<file path="config.mk">
export PLATFORM = sky130hd
export DESIGN_NAME = route_lock_dispatcher_flat
export DESIGN_NICKNAME = d
export VERILOG_FILES = /design/src/rtl/route_lock_dispatcher_pkg.sv /design/src/rtl/route_lock_dispatcher_if.sv /design/src/rtl/route_lock_dispatcher_route_compute.sv /design/src/rtl/route_lock_dispatcher.sv /design/src/flat_wrapper.sv
export SDC_FILE = /design/constraint.sdc
export NUM_CORES = 1
export LEC_CHECK = 0
export CORE_AREA = 5 5 151 153
export CTS_CLUSTER_SIZE = 28
export DETAILED_ROUTE_END_ITERATION = 7
export DIE_AREA = 0 0 156 158
export PLACE_DENSITY_LB_ADDON = 0.05
export SYNTH_ARGS = -nofsm -noshare
export SYNTH_HDL_FRONTEND = slang
export SYNTH_SLANG_ARGS = --single-unit
</file>
<file path="constraint.sdc">
create_clock -name clk_i -period 3 [get_ports clk_i]
set_input_delay 0.3 -clock clk_i [delete_from_list [all_inputs] [get_ports clk_i]]
set_output_delay 0.3 -clock clk_i [all_outputs]
set_load 0.005 [all_outputs]
</file>
<file path="src/rtl/route_lock_dispatcher_pkg.sv">
// Shared router definitions: AXI-Stream beat types, channel indices,
// routing-mode encodings and the dispatcher FSM state type.
package route_lock_dispatcher_pkg;

    // Physical AXI-Stream field widths carried by the beat structs.
    localparam int AXIS_DATA_W = 32;
    localparam int AXIS_ID_W   = 4;
    localparam int AXIS_DEST_W = 4;
    localparam int AXIS_USER_W = 4;

    typedef struct packed {
        logic [AXIS_DATA_W-1:0] tdata;
        logic [AXIS_ID_W-1:0]   tid;
        logic [AXIS_DEST_W-1:0] tdest;
        logic [AXIS_USER_W-1:0] tuser;
        logic                   tlast;
        logic                   tvalid;
    } axis_mosi_t;

    typedef struct packed {
        logic tready;
    } axis_miso_t;

    // A beat whose TID carries this value opens a packet and selects its route.
    localparam logic [AXIS_ID_W-1:0] ROUTING_HEADER = 4'hF;

    // Output channels.
    localparam int NUM_CH = 5;
    localparam int CH_W   = 3;
    localparam logic [CH_W-1:0] CH_LOCAL  = 3'd0;
    localparam logic [CH_W-1:0] CH_X_PLUS = 3'd1;
    localparam logic [CH_W-1:0] CH_X_MIN  = 3'd2;
    localparam logic [CH_W-1:0] CH_Y_PLUS = 3'd3;
    localparam logic [CH_W-1:0] CH_Y_MIN  = 3'd4;

    // Dimension-order routing modes.
    localparam int ROUTE_MODE_XY = 0;
    localparam int ROUTE_MODE_YX = 1;

    typedef enum logic [1:0] {
        ST_IDLE    = 2'd0,
        ST_FORWARD = 2'd1,
        ST_DROP    = 2'd2
    } state_t;

    // Coordinate port width: at least one bit even for a single-router dimension.
    function automatic int coord_w(input int max_routers);
        return (max_routers > 1) ? $clog2(max_routers) : 1;
    endfunction

endpackage

</file>
<file path="src/rtl/route_lock_dispatcher_if.sv">
// Stream bundle between an upstream source, the dispatcher and its five
// output channels.
//
// Handshake: a beat transfers on a rising clock edge where TVALID and TREADY
// are both high. A source holds its beat stable while TVALID is high and
// TREADY is low; TREADY may depend combinationally on TVALID and on the
// downstream TREADY of the selected channel.
interface route_lock_dispatcher_if;
    import route_lock_dispatcher_pkg::*;

    axis_mosi_t              in_mosi;
    axis_miso_t              in_miso;
    axis_mosi_t [NUM_CH-1:0] out_mosi;
    axis_miso_t [NUM_CH-1:0] out_miso;

    // Environment side: drives the upstream beat and the downstream readies.
    modport master (
        output in_mosi,
        input  in_miso,
        input  out_mosi,
        output out_miso
    );

    // Dispatcher side.
    modport slave (
        input  in_mosi,
        output in_miso,
        output out_mosi,
        input  out_miso
    );
endinterface

</file>
<file path="src/rtl/route_lock_dispatcher_route_compute.sv">
// Dimension-order route selection for one mesh router: turns a target
// coordinate into an output channel index and flags coordinates that lie
// outside the mesh.
module route_compute
    import route_lock_dispatcher_pkg::*;
#(
    parameter int MAX_ROUTERS_X = 4,
    parameter int MAX_ROUTERS_Y = 4,
    parameter int ROUTER_X      = 0,
    parameter int ROUTER_Y      = 0,
    parameter int ROUTING_MODE  = ROUTE_MODE_XY,
    localparam int X_W = coord_w(MAX_ROUTERS_X),
    localparam int Y_W = coord_w(MAX_ROUTERS_Y)
) (
    input  logic [X_W-1:0]  target_x_i,
    input  logic [Y_W-1:0]  target_y_i,
    output logic [CH_W-1:0] route_o,
    output logic            oor_o
);

    logic [31:0]     tx;
    logic [31:0]     ty;
    logic            x_need;
    logic            y_need;
    logic [CH_W-1:0] x_ch;
    logic [CH_W-1:0] y_ch;

    // Per-dimension direction, then pick the dimension that is corrected first.
    always_comb begin
        tx     = 32'(target_x_i);
        ty     = 32'(target_y_i);
        oor_o  = (tx >= 32'(MAX_ROUTERS_X)) || (ty >= 32'(MAX_ROUTERS_Y));
        x_need = (tx != 32'(ROUTER_X));
        y_need = (ty != 32'(ROUTER_Y));
        x_ch   = (tx > 32'(ROUTER_X)) ? CH_X_PLUS : CH_X_MIN;
        y_ch   = (ty > 32'(ROUTER_Y)) ? CH_Y_PLUS : CH_Y_MIN;
        route_o = CH_LOCAL;
        if (ROUTING_MODE == ROUTE_MODE_YX) begin
            if (y_need)      route_o = y_ch;
            else if (x_need) route_o = x_ch;
        end else begin
            if (x_need)      route_o = x_ch;
            else if (y_need) route_o = y_ch;
        end
    end

endmodule

</file>
<file path="src/rtl/route_lock_dispatcher.sv">
// Route-locking packet dispatcher: the header beat of each packet picks one
// of five output channels, and every following beat of that packet follows
// the same channel until TLAST. Packets with a bad header are swallowed and
// counted as drops.
module route_lock_dispatcher
    import route_lock_dispatcher_pkg::*;
#(
    parameter int DATA_WIDTH    = 32,
    parameter bit TID_PRESENT   = 1'b1,
    parameter bit TDEST_PRESENT = 1'b1,
    parameter bit TUSER_PRESENT = 1'b1,
    parameter int ID_WIDTH      = 4,
    parameter int DEST_WIDTH    = 4,
    parameter int USER_WIDTH    = 4,
    parameter int MAX_ROUTERS_X = 4,
    parameter int MAX_ROUTERS_Y = 4,
    parameter int ROUTER_X      = 0,
    parameter int ROUTER_Y      = 0,
    parameter int ROUTING_MODE  = ROUTE_MODE_XY,
    parameter int COUNTER_WIDTH = 16,
    localparam int X_W = coord_w(MAX_ROUTERS_X),
    localparam int Y_W = coord_w(MAX_ROUTERS_Y)
) (
    input  logic                                  clk_i,
    input  logic                                  rst_n_i,
    route_lock_dispatcher_if.slave                axis,
    input  logic [X_W-1:0]                        target_x_i,
    input  logic [Y_W-1:0]                        target_y_i,
    input  logic                                  cnt_clear_i,
    output logic [NUM_CH-1:0]                     out_busy_o,
    output logic [NUM_CH-1:0][COUNTER_WIDTH-1:0]  pkt_cnt_o,
    output logic [COUNTER_WIDTH-1:0]              drop_cnt_o,
    output state_t                                state_o
);

    // Fields narrower than the physical bus are forwarded with upper bits zeroed.
    localparam logic [AXIS_DATA_W-1:0] DATA_MASK =
        AXIS_DATA_W'({AXIS_DATA_W{1'b1}} >> (AXIS_DATA_W - DATA_WIDTH));
    localparam logic [AXIS_ID_W-1:0] ID_MASK = TID_PRESENT ?
        AXIS_ID_W'({AXIS_ID_W{1'b1}} >> (AXIS_ID_W - ID_WIDTH)) : '0;
    localparam logic [AXIS_DEST_W-1:0] DEST_MASK = TDEST_PRESENT ?
        AXIS_DEST_W'({AXIS_DEST_W{1'b1}} >> (AXIS_DEST_W - DEST_WIDTH)) : '0;
    localparam logic [AXIS_USER_W-1:0] USER_MASK = TUSER_PRESENT ?
        AXIS_USER_W'({AXIS_USER_W{1'b1}} >> (AXIS_USER_W - USER_WIDTH)) : '0;

    state_t          state_q;
    state_t          state_d;
    logic [CH_W-1:0] route_q;
    logic [CH_W-1:0] route_d;
    logic [CH_W-1:0] route_ch;
    logic            route_oor;
    logic [CH_W-1:0] sel;
    logic            is_hdr;
    logic            discard;
    logic            ready;
    logic            hs;
    logic            pkt_inc;
    logic [CH_W-1:0] pkt_ch;
    logic            drop_inc;
    axis_mosi_t      fwd_beat;

    route_compute #(
        .MAX_ROUTERS_X (MAX_ROUTERS_X),
        .MAX_ROUTERS_Y (MAX_ROUTERS_Y),
        .ROUTER_X      (ROUTER_X),
        .ROUTER_Y      (ROUTER_Y),
        .ROUTING_MODE  (ROUTING_MODE)
    ) u_route_compute (
        .target_x_i (target_x_i),
        .target_y_i (target_y_i),
        .route_o    (route_ch),
        .oor_o      (route_oor)
    );

    // Channel select, discard decision, upstream ready and next-state logic.
    always_comb begin
        state_d  = state_q;
        route_d  = route_q;
        pkt_inc  = 1'b0;
        pkt_ch   = route_q;
        drop_inc = 1'b0;
        ready    = 1'b0;

        is_hdr = axis.in_mosi.tvalid && (axis.in_mosi.tid == ROUTING_HEADER);
        sel    = (state_q == ST_FORWARD) ? route_q : route_ch;
        // While reset is held the port stays a plain pass-through on the
        // computed route, so no beat is swallowed by a half-reset FSM.
        discard = rst_n_i &&
                  ((state_q == ST_DROP) ||
                   ((state_q == ST_IDLE) && axis.in_mosi.tvalid && (!is_hdr || route_oor)));

        for (int i = 0; i < NUM_CH; i++) begin
            if (sel == CH_W'(i)) ready = axis.out_miso[i].tready;
        end
        if (discard) ready = 1'b1;
        hs = axis.in_mosi.tvalid && ready;

        unique case (state_q)
            ST_IDLE: begin
                if (hs) begin
                    if (discard) begin
                        if (axis.in_mosi.tlast) drop_inc = 1'b1;
                        else                    state_d  = ST_DROP;
                    end else begin
                        route_d = route_ch;
                        if (axis.in_mosi.tlast) begin
                            pkt_inc = 1'b1;
                            pkt_ch  = route_ch;
                        end else begin
                            state_d = ST_FORWARD;
                        end
                    end
                end
            end
            ST_FORWARD: begin
                if (hs && axis.in_mosi.tlast) begin
                    state_d = ST_IDLE;
                    pkt_inc = 1'b1;
                end
            end
            ST_DROP: begin
                if (hs && axis.in_mosi.tlast) begin
                    state_d  = ST_IDLE;
                    drop_inc = 1'b1;
                end
            end
            default: state_d = ST_IDLE;
        endcase
    end

    // Zero-latency beat steering: only the selected channel sees the beat.
    always_comb begin
        fwd_beat       = axis.in_mosi;
        fwd_beat.tdata = axis.in_mosi.tdata & DATA_MASK;
        fwd_beat.tid   = axis.in_mosi.tid & ID_MASK;
        fwd_beat.tdest = axis.in_mosi.tdest & DEST_MASK;
        fwd_beat.tuser = axis.in_mosi.tuser & USER_MASK;
        axis.in_miso.tready = ready;
        for (int i = 0; i < NUM_CH; i++) begin
            axis.out_mosi[i] = '0;
            if (!discard && (sel == CH_W'(i))) axis.out_mosi[i] = fwd_beat;
            out_busy_o[i] = (state_q == ST_FORWARD) && (route_q == CH_W'(i));
        end
        state_o = state_q;
    end

    // FSM state and locked route.
    always_ff @(posedge clk_i or negedge rst_n_i) begin
        if (!rst_n_i) begin
            state_q <= ST_IDLE;
            route_q <= CH_LOCAL;
        end else begin
            state_q <= state_d;
            route_q <= route_d;
        end
    end

    // Statistics: packet counters wrap, drop counter saturates, clear wins.
    always_ff @(posedge clk_i or negedge rst_n_i) begin
        if (!rst_n_i) begin
            pkt_cnt_o  <= '0;
            drop_cnt_o <= '0;
        end else if (cnt_clear_i) begin
            pkt_cnt_o  <= '0;
            drop_cnt_o <= '0;
        end else begin
            for (int i = 0; i < NUM_CH; i++) begin
                if (pkt_inc && (pkt_ch == CH_W'(i))) pkt_cnt_o[i] <= pkt_cnt_o[i] + 1'b1;
            end
            if (drop_inc && (drop_cnt_o != {COUNTER_WIDTH{1'b1}})) drop_cnt_o <= drop_cnt_o + 1'b1;
        end
    end

endmodule

</file>
<file path="src/flat_wrapper.sv">
// flat-port wrapper written by rule: the top's interface ports become plain ports
module route_lock_dispatcher_flat import route_lock_dispatcher_pkg::*;
#(
    parameter int DATA_WIDTH    = 32,
    parameter bit TID_PRESENT   = 1'b1,
    parameter bit TDEST_PRESENT = 1'b1,
    parameter bit TUSER_PRESENT = 1'b1,
    parameter int ID_WIDTH      = 4,
    parameter int DEST_WIDTH    = 4,
    parameter int USER_WIDTH    = 4,
    parameter int MAX_ROUTERS_X = 4,
    parameter int MAX_ROUTERS_Y = 4,
    parameter int ROUTER_X      = 0,
    parameter int ROUTER_Y      = 0,
    parameter int ROUTING_MODE  = ROUTE_MODE_XY,
    parameter int COUNTER_WIDTH = 16,
    localparam int X_W = coord_w(MAX_ROUTERS_X),
    localparam int Y_W = coord_w(MAX_ROUTERS_Y)
)
  (clk_i, rst_n_i, target_x_i, target_y_i, cnt_clear_i, out_busy_o, pkt_cnt_o, drop_cnt_o, state_o, axis_in_mosi, axis_in_miso, axis_out_mosi, axis_out_miso);
  route_lock_dispatcher_if axis_i ();
  input  logic clk_i;
  input  logic rst_n_i;
  input  logic [X_W-1:0] target_x_i;
  input  logic [Y_W-1:0] target_y_i;
  input  logic cnt_clear_i;
  output logic [NUM_CH-1:0] out_busy_o;
  output logic [NUM_CH-1:0][COUNTER_WIDTH-1:0] pkt_cnt_o;
  output logic [COUNTER_WIDTH-1:0] drop_cnt_o;
  output state_t state_o;
  input wire logic [$bits(axis_i.in_mosi)-1:0] axis_in_mosi;
  output wire logic [$bits(axis_i.in_miso)-1:0] axis_in_miso;
  output wire logic [$bits(axis_i.out_mosi)-1:0] axis_out_mosi;
  input wire logic [$bits(axis_i.out_miso)-1:0] axis_out_miso;
  assign axis_i.in_mosi = axis_in_mosi;
  assign axis_in_miso = axis_i.in_miso;
  assign axis_out_mosi = axis_i.out_mosi;
  assign axis_i.out_miso = axis_out_miso;
  route_lock_dispatcher #(.DATA_WIDTH(DATA_WIDTH), .TID_PRESENT(TID_PRESENT), .TDEST_PRESENT(TDEST_PRESENT), .TUSER_PRESENT(TUSER_PRESENT), .ID_WIDTH(ID_WIDTH), .DEST_WIDTH(DEST_WIDTH), .USER_WIDTH(USER_WIDTH), .MAX_ROUTERS_X(MAX_ROUTERS_X), .MAX_ROUTERS_Y(MAX_ROUTERS_Y), .ROUTER_X(ROUTER_X), .ROUTER_Y(ROUTER_Y), .ROUTING_MODE(ROUTING_MODE), .COUNTER_WIDTH(COUNTER_WIDTH)) u_core (.clk_i(clk_i), .rst_n_i(rst_n_i), .axis(axis_i), .target_x_i(target_x_i), .target_y_i(target_y_i), .cnt_clear_i(cnt_clear_i), .out_busy_o(out_busy_o), .pkt_cnt_o(pkt_cnt_o), .drop_cnt_o(drop_cnt_o), .state_o(state_o));
endmodule
</file>
-- Word level (Yosys, flattened, before mapping)
Index checks and enable logic that the tools add are counted.
- output and inout bits: 334
- input bits: 58
- word-level logic and storage cells: 118
- flip-flop bits (word level): 101
- order comparisons: 2
- muxes and demuxes: 42
- $add $sub $neg: 6
- equality and inequality tests: 19
- reduce and logical (&&, ||, !) cells: 40
- bitwise logic cells: 1
- operator list (operator ; count):
    $mux W46 ; 5
    $mux W16 ; 7
    $add A16 B1 Y16 const B ; 6
    $mux W80 ; 1
    $mux W3 ; 8
    $logic_and A1 B1 Y1 ; 22
    $eq A3 B2 Y1 const B ; 6
    $ne A16 B16 Y1 const B ; 1
    $reduce_bool A2 Y1 ; 8
    $mux W1 ; 12
    $mux W2 ; 6
    $eq A3 B1 Y1 const B ; 3
    $eq A3 B3 Y1 const B ; 3
    $logic_not A3 Y1 ; 3
    $reduce_and A3 Y1 ; 2
    $eq A4 B4 Y1 const B ; 1
    $gt A2 B1 Y1 const B ; 2
    $ne A2 B1 Y1 const B ; 2
    $pmux W1 S2 ; 2
    $pmux W2 S2 ; 1
    $eq A2 B1 Y1 const B ; 1
    $eq A2 B2 Y1 const B ; 1
    $logic_not A1 Y1 ; 2
    $logic_not A2 Y1 ; 1
    other kinds (4) ; 4

-- Longest topological paths before layout
- depth after elaboration: 19
- gate-level depth with buffers: 12
- depth with buffers taken out: 8

-- Cells and area by module
A second synthesis with hierarchy kept.
- cells, all modules: 954
- area, all modules: 7734.9 µm²
- by module, submodules not included (module ; seq. area each (µm²) ; times used ; area each (µm²) ; cells each):
    route_lock_dispatcher ; 2527.4 ; 1 ; 7692.4 ; 947
    route_compute ; 0.0 ; 1 ; 42.5 ; 7

-- Worst setup path after synthesis
OpenSTA, ideal clock, no wires.
- path kind: reg2reg
- start: reg u_core.state_q[1], in the netlist u_core.state_o[1]
- end: reg u_core.drop_cnt_o[5]
- period minus slack after synthesis: 2.868 ns
- cell stages (with the launch flop): 11
- data required time: 2.875 ns
- path slack: 0.132 ns
- path buffers: 3
- arrival time: 2.743 ns
- setup time: 0.125 ns
- cell sequence: dfrtp_1 > inv_1 > ha_1 > clkbuf_2 > o41a_1 > o2111a_1 > or3_4 > buf_6 > buf_6 > nor4_1 > mux2_2
- word-level cells in the longest chain between the ends: 15
- elaborated cells on any way between the ends: 27
- those cells by class: 6 x eq/ne; 11 x mux; 10 x reduce/logical
- ends and longest elaborated chain (element ; RTL line ; source):
    from (decl) ; route_lock_dispatcher.sv:46 ; state_t state_q;
    from (signal assigned) ; route_lock_dispatcher.sv:153 ; state_q <= state_d;
    $eq A2 B1 Y1 ; route_lock_dispatcher.sv:85 ; sel = (state_q == ST_FORWARD) ? route_q : route_ch;
    $mux W3 ; route_lock_dispatcher.sv:85 ;
    $logic_not A3 Y1 ; route_lock_dispatcher.sv:93 ; if (sel == CH_W'(i)) ready = axis.out_miso[i].tready;
    $mux W1 (5 in series) ; route_lock_dispatcher.sv:93 ;
    $mux W1 ; route_lock_dispatcher.sv:95 ; if (discard) ready = 1'b1;
    $logic_and A1 B1 Y1 ; route_lock_dispatcher.sv:96 ; hs = axis.in_mosi.tvalid && ready;
    $logic_and A1 B1 Y1 ; route_lock_dispatcher.sv:122 ; if (hs && axis.in_mosi.tlast) begin
    $mux W1 ; route_lock_dispatcher.sv:122 ;
    $pmux W1 S2 * ; route_lock_dispatcher.sv:98 ; unique case (state_q)
    $logic_and A1 B1 Y1 * ; route_lock_dispatcher.sv:170 ; if (drop_inc && (drop_cnt_o != {COUNTER_WIDTH{1'b1}})) drop_cnt_o <= drop_cnt_o + 1'b1;
    $reduce_bool A2 Y1 (no line) * ; - ;
    to (signal assigned) ; route_lock_dispatcher.sv:170 ;
    to (decl) ; route_lock_dispatcher.sv:32 ; output logic [COUNTER_WIDTH-1:0] drop_cnt_o,
Mark *: on every way between the ends. The rest lies on a longest branch, timed or not.
A chain may end at the register's enable or synchronous reset.

-- Final worst setup path
- start: in target_x_i[1]
- end: out axis_out_mosi[151]
- word-level cells in the longest chain between the ends: 7
- elaborated cells on any way between the ends: 8
- those cells by class: 1 x order compare; 1 x eq/ne; 4 x mux; 2 x reduce/logical
- ends and longest elaborated chain (element ; RTL line ; source):
    from (decl) ; flat_wrapper.sv:24 ; input logic [X_W-1:0] target_x_i;
    $gt A2 B1 Y1 ; route_lock_dispatcher_route_compute.sv:35 ; x_ch = (tx > 32'(ROUTER_X)) ? CH_X_PLUS : CH_X_MIN;
    $mux W2 ; route_lock_dispatcher_route_compute.sv:35 ;
    $mux W3 * ; route_lock_dispatcher_route_compute.sv:42 ; if (x_need) route_o = x_ch;
    $mux W3 * ; route_lock_dispatcher.sv:85 ;
    $eq A3 B2 Y1 * ; route_lock_dispatcher.sv:141 ; if (!discard && (sel == CH_W'(i))) axis.out_mosi[i] = fwd_beat;
    $logic_and A1 B1 Y1 * ; route_lock_dispatcher.sv:141 ;
    $mux W46 * ; route_lock_dispatcher.sv:141 ;
    to (decl) ; flat_wrapper.sv:33 ; output wire logic [$bits(axis_i.out_mosi)-1:0] axis_out_mosi;
Marks and branches as above.

==> results.toml <==
[status]
outcome = "complete, no violations"

[power_and_ir_drop]
clockPowerShare_pct = 24.4
peakVddDrop_v = 0.000330
leakage_nw = 5.47
switching_power_mw = 1.72
switching_share_pct = 35.7
power.density_nw_per_um2 = 416
p_comb_share_pct = 46.3
pwr-share-seq_pct = 29.2
p_int_mw = 3.10

[setup_path]
cpPeakStageDelay_ns = 0.58
crit_top_cell = "clkdlybuf4s50_1"
cp_top_family = "buffers and inverters"
critPathKind = "primary input to output port"
startpoint_type = "primary input"
critPathBufInv = 5
cp_slowest_cell = "or4_4"
crit_arrival_ns = 2.62
required_ns = 2.70
cp_cell_sequence = "clkdlybuf4s50_1, or4_4, o21ai_4, buf_6, nor3_4, buf_4, clkbuf_16, and2_1, clkdlybuf4s50_1"
critPathCaptureType = "output port"
critPathMaxFanout = 12

[global_route]
busiest_layer = "met2"
grt_pass1_wl_mm = 43.5
use_met2_pct = 36.5
overflow = 0
met3_usage_pct = 7.82
grt_pass1_vias = 6962
antenna_found_initial = 0
track_usage_pct = 22.8
grt_util_met1_pct = 30.8
grt_max_degree = 76

[yosys]
synthDistinctLibCells = 47
synth-edff-count = 0
ys_ff_latch = 100
yosysSeqAreaShare_pct = 35.5
yosysWarningCount = 0
yosys.area.top_type = "dfrtp_1"
syn-mean-instance-area_um2 = 8.49
postSynthCellCount = 829
synthTopCellsByArea = "dfrtp_1, and2_1, o31ai_1"
synth-main-ff-cell = "dfrtp_1"
netlist.area_leader.share_pct = 35.5
syn_area_um2 = 7040
async_flop_share_pct = 100

[sta]
layout_setup_ws_ns = 0.0817
fin_skew_ns = 0.00829
finalSetupViolCount = 0
worst_slew_pin_slew_ns = 0.846
slew_violations = 0
clock.fmax_mhz = 343
hold_violations = 0
slew-limit-headroom_pct = 43.6
min_period_over_period_pct = 97.3
period_minus_slack_ns = 2.92

[layout]
fillers = 2050
finalNonFillerCells = 1499
final_common_cell = "and2_1"
mostFrequentLayoutCells = "and2_1, clkdlybuf4s50_1, dlygate4sd2_1"
fin_util_pct = 54.1
synthToLayoutAreaGrowth_pct = 64.4
drive_gt1_share_pct = 11.9
final_nets = 1278
final_area_um2 = 11600

[placed_design]
dp.cells = 1454
dpl-instance-area_um2 = 11000
hpwl_mm = 21.6
place_congestion = 0.848
place_ws_ns = -0.167
port_buffers = 343

[die]
pin_count = 392
die_h_um = 158
core_um2 = 21400
start_util_pct = 32.9
die_w_um = 156
fp-row-count = 54
dieArea_um2 = 24600

[clocking]
htreeDepth = 3
cts_tree = "built"
clock-sinks = 100
insertion_delay_ns = 0.36
clkTransAtPathRegs_ns = 0.07
numCtsBuffers = 9
clk_path_buf_depth = 2
hold_buffers = 0
clockRootBuffer = "clkbuf_16"

[detailed_routing]
ant_nets = 0
drt_iter0_drc = 419
routed_wirelength_mm = 29.6
drc = 0
wl_per_cell_um = 19.7
viasPerCell = 5.02
first_pass_iters = 5
vias = 7529

[flow_run]
maxCapViolCount = 0

[worst_hold_path]
hold_path_class = "primary input to async pin"
## cell usage after synthesis, types with 5 or more instances
| library cell | count |
|---|---|
| inv_1 | 18 |
| nand2_1 | 27 |
| ha_1 | 8 |
| or4_1 | 59 |
| and4_1 | 9 |
| o31ai_1 | 59 |
| nand4_1 | 12 |
| and3_1 | 15 |
| nand3_1 | 37 |
| nor2_1 | 21 |
| a21oi_1 | 76 |
| buf_2 | 7 |
| and2_1 | 187 |
| dfrtp_1 | 100 |
| o21ai_0 | 17 |
| buf_4 | 47 |
| mux2_2 | 7 |
| nor4_1 | 5 |
| nor3_1 | 6 |
| or3_1 | 9 |
| nor2b_1 | 22 |
| clkbuf_1 | 44 |
## what timing repair did
| item | CTS | global route |
|---|---|---|
| cloned | 7 | 2 |
| resized for setup | 207 | 27 |
| pin swaps | 2 | 4 |
| setup buffers | 14 | 4 |
| setup endpoints to repair | 185 | 42 |
## registers in the layout, summed over array words and instances (netlist names)
| signal | cells |
|---|---|
| u_core.drop_cnt_o | 16 |
| u_core.route_q | 2 |
| u_core.state_o | 2 |
| u_core.pkt_cnt_o | 80 |
## path summary, 6_finish.rpt
path                                                  start                                to  slack, ns  cells past startpoint
hold reg to reg            u_core.pkt_cnt_o[68]$_DFFE_PN0P_  u_core.pkt_cnt_o[68]$_DFFE_PN0P_       0.50                      1
min in group clk_i         u_core.pkt_cnt_o[68]$_DFFE_PN0P_  u_core.pkt_cnt_o[68]$_DFFE_PN0P_       0.50                      1
max in group asynchronous                           rst_n_i     u_core.state_o[0]$_DFFE_PN0P_       1.71                      3
setup / recovery                              target_x_i[1]                axis_out_mosi[151]       0.08                      9
setup reg to reg              u_core.state_o[0]$_DFFE_PN0P_  u_core.pkt_cnt_o[55]$_DFFE_PN0P_       0.17                      8
hold / removal                                      rst_n_i   u_core.pkt_cnt_o[9]$_DFFE_PN0P_       0.05                      2
## power groups by stage
stage,logic (mW),clock network (mW),registers (mW)
finish,2.23,1.18,1.41
global route,2.41,1.26,1.41
global placement,2.10,0,1.43
detailed placement,2.10,0,1.43
CTS,2.18,1.21,1.40
floorplan,0.840,0,1.42
## metrics by stage
step | hold WS [ns] | setup TNS [ns] | power, mW
detailed placement | 0.445 | -8.36 | 3.54
global placement | 0.441 | -5.08 | 3.53
global route | 0.0989 | -0.0103 | 5.08
finish | 0.0536 | 0 | 4.82
CTS | 0.0673 | -0.104 | 4.79
floorplan | 0.00441 | 0 | 2.26
## worst register-to-register path, stage by stage, from the launching register on
cell	delay, ns
dfrtp_2	0.45
ha_4	0.18
o41a_1	0.41
buf_4	0.16
o2111a_2	0.15
or3_4	0.50
buf_12	0.22
or4_1	0.51
a21oi_1	0.17
## metal layers
layer  up-vias  part of all wire [%]
met2       238                    48
li1       3670                     -
met1      3602                    43
met4         0                  0.78
met5         -                     0
met3        19                   8.1
## logic make-up after synthesis
kind of cell | after synthesis | share of synthesized area (%)
AOI/OAI and AO/OA | 169 | 15.5
adders and majority gates | 8 | 1.42
buffers and inverters | 120 | 9.36
DFF | 100 | 35.5
muxes | 11 | 1.69
other | 1 | 0.0533
and+or+nand+nor | 420 | 36.5
## area by class of cell
type                    count  area [um2]  share of cell area (%)
flip-flops and latches    100        2500                    21.6
well taps                 280         350                    3.03
multi-input cells         655        4150                    35.8
inverters                  18        67.6                   0.583
diodes                      2        5.00                  0.0432
clock buffers               9         225                    1.94
clock inverters             7        66.3                   0.573
repair buffers            428        4210                    36.4
(Power assumes the default switching activity.)
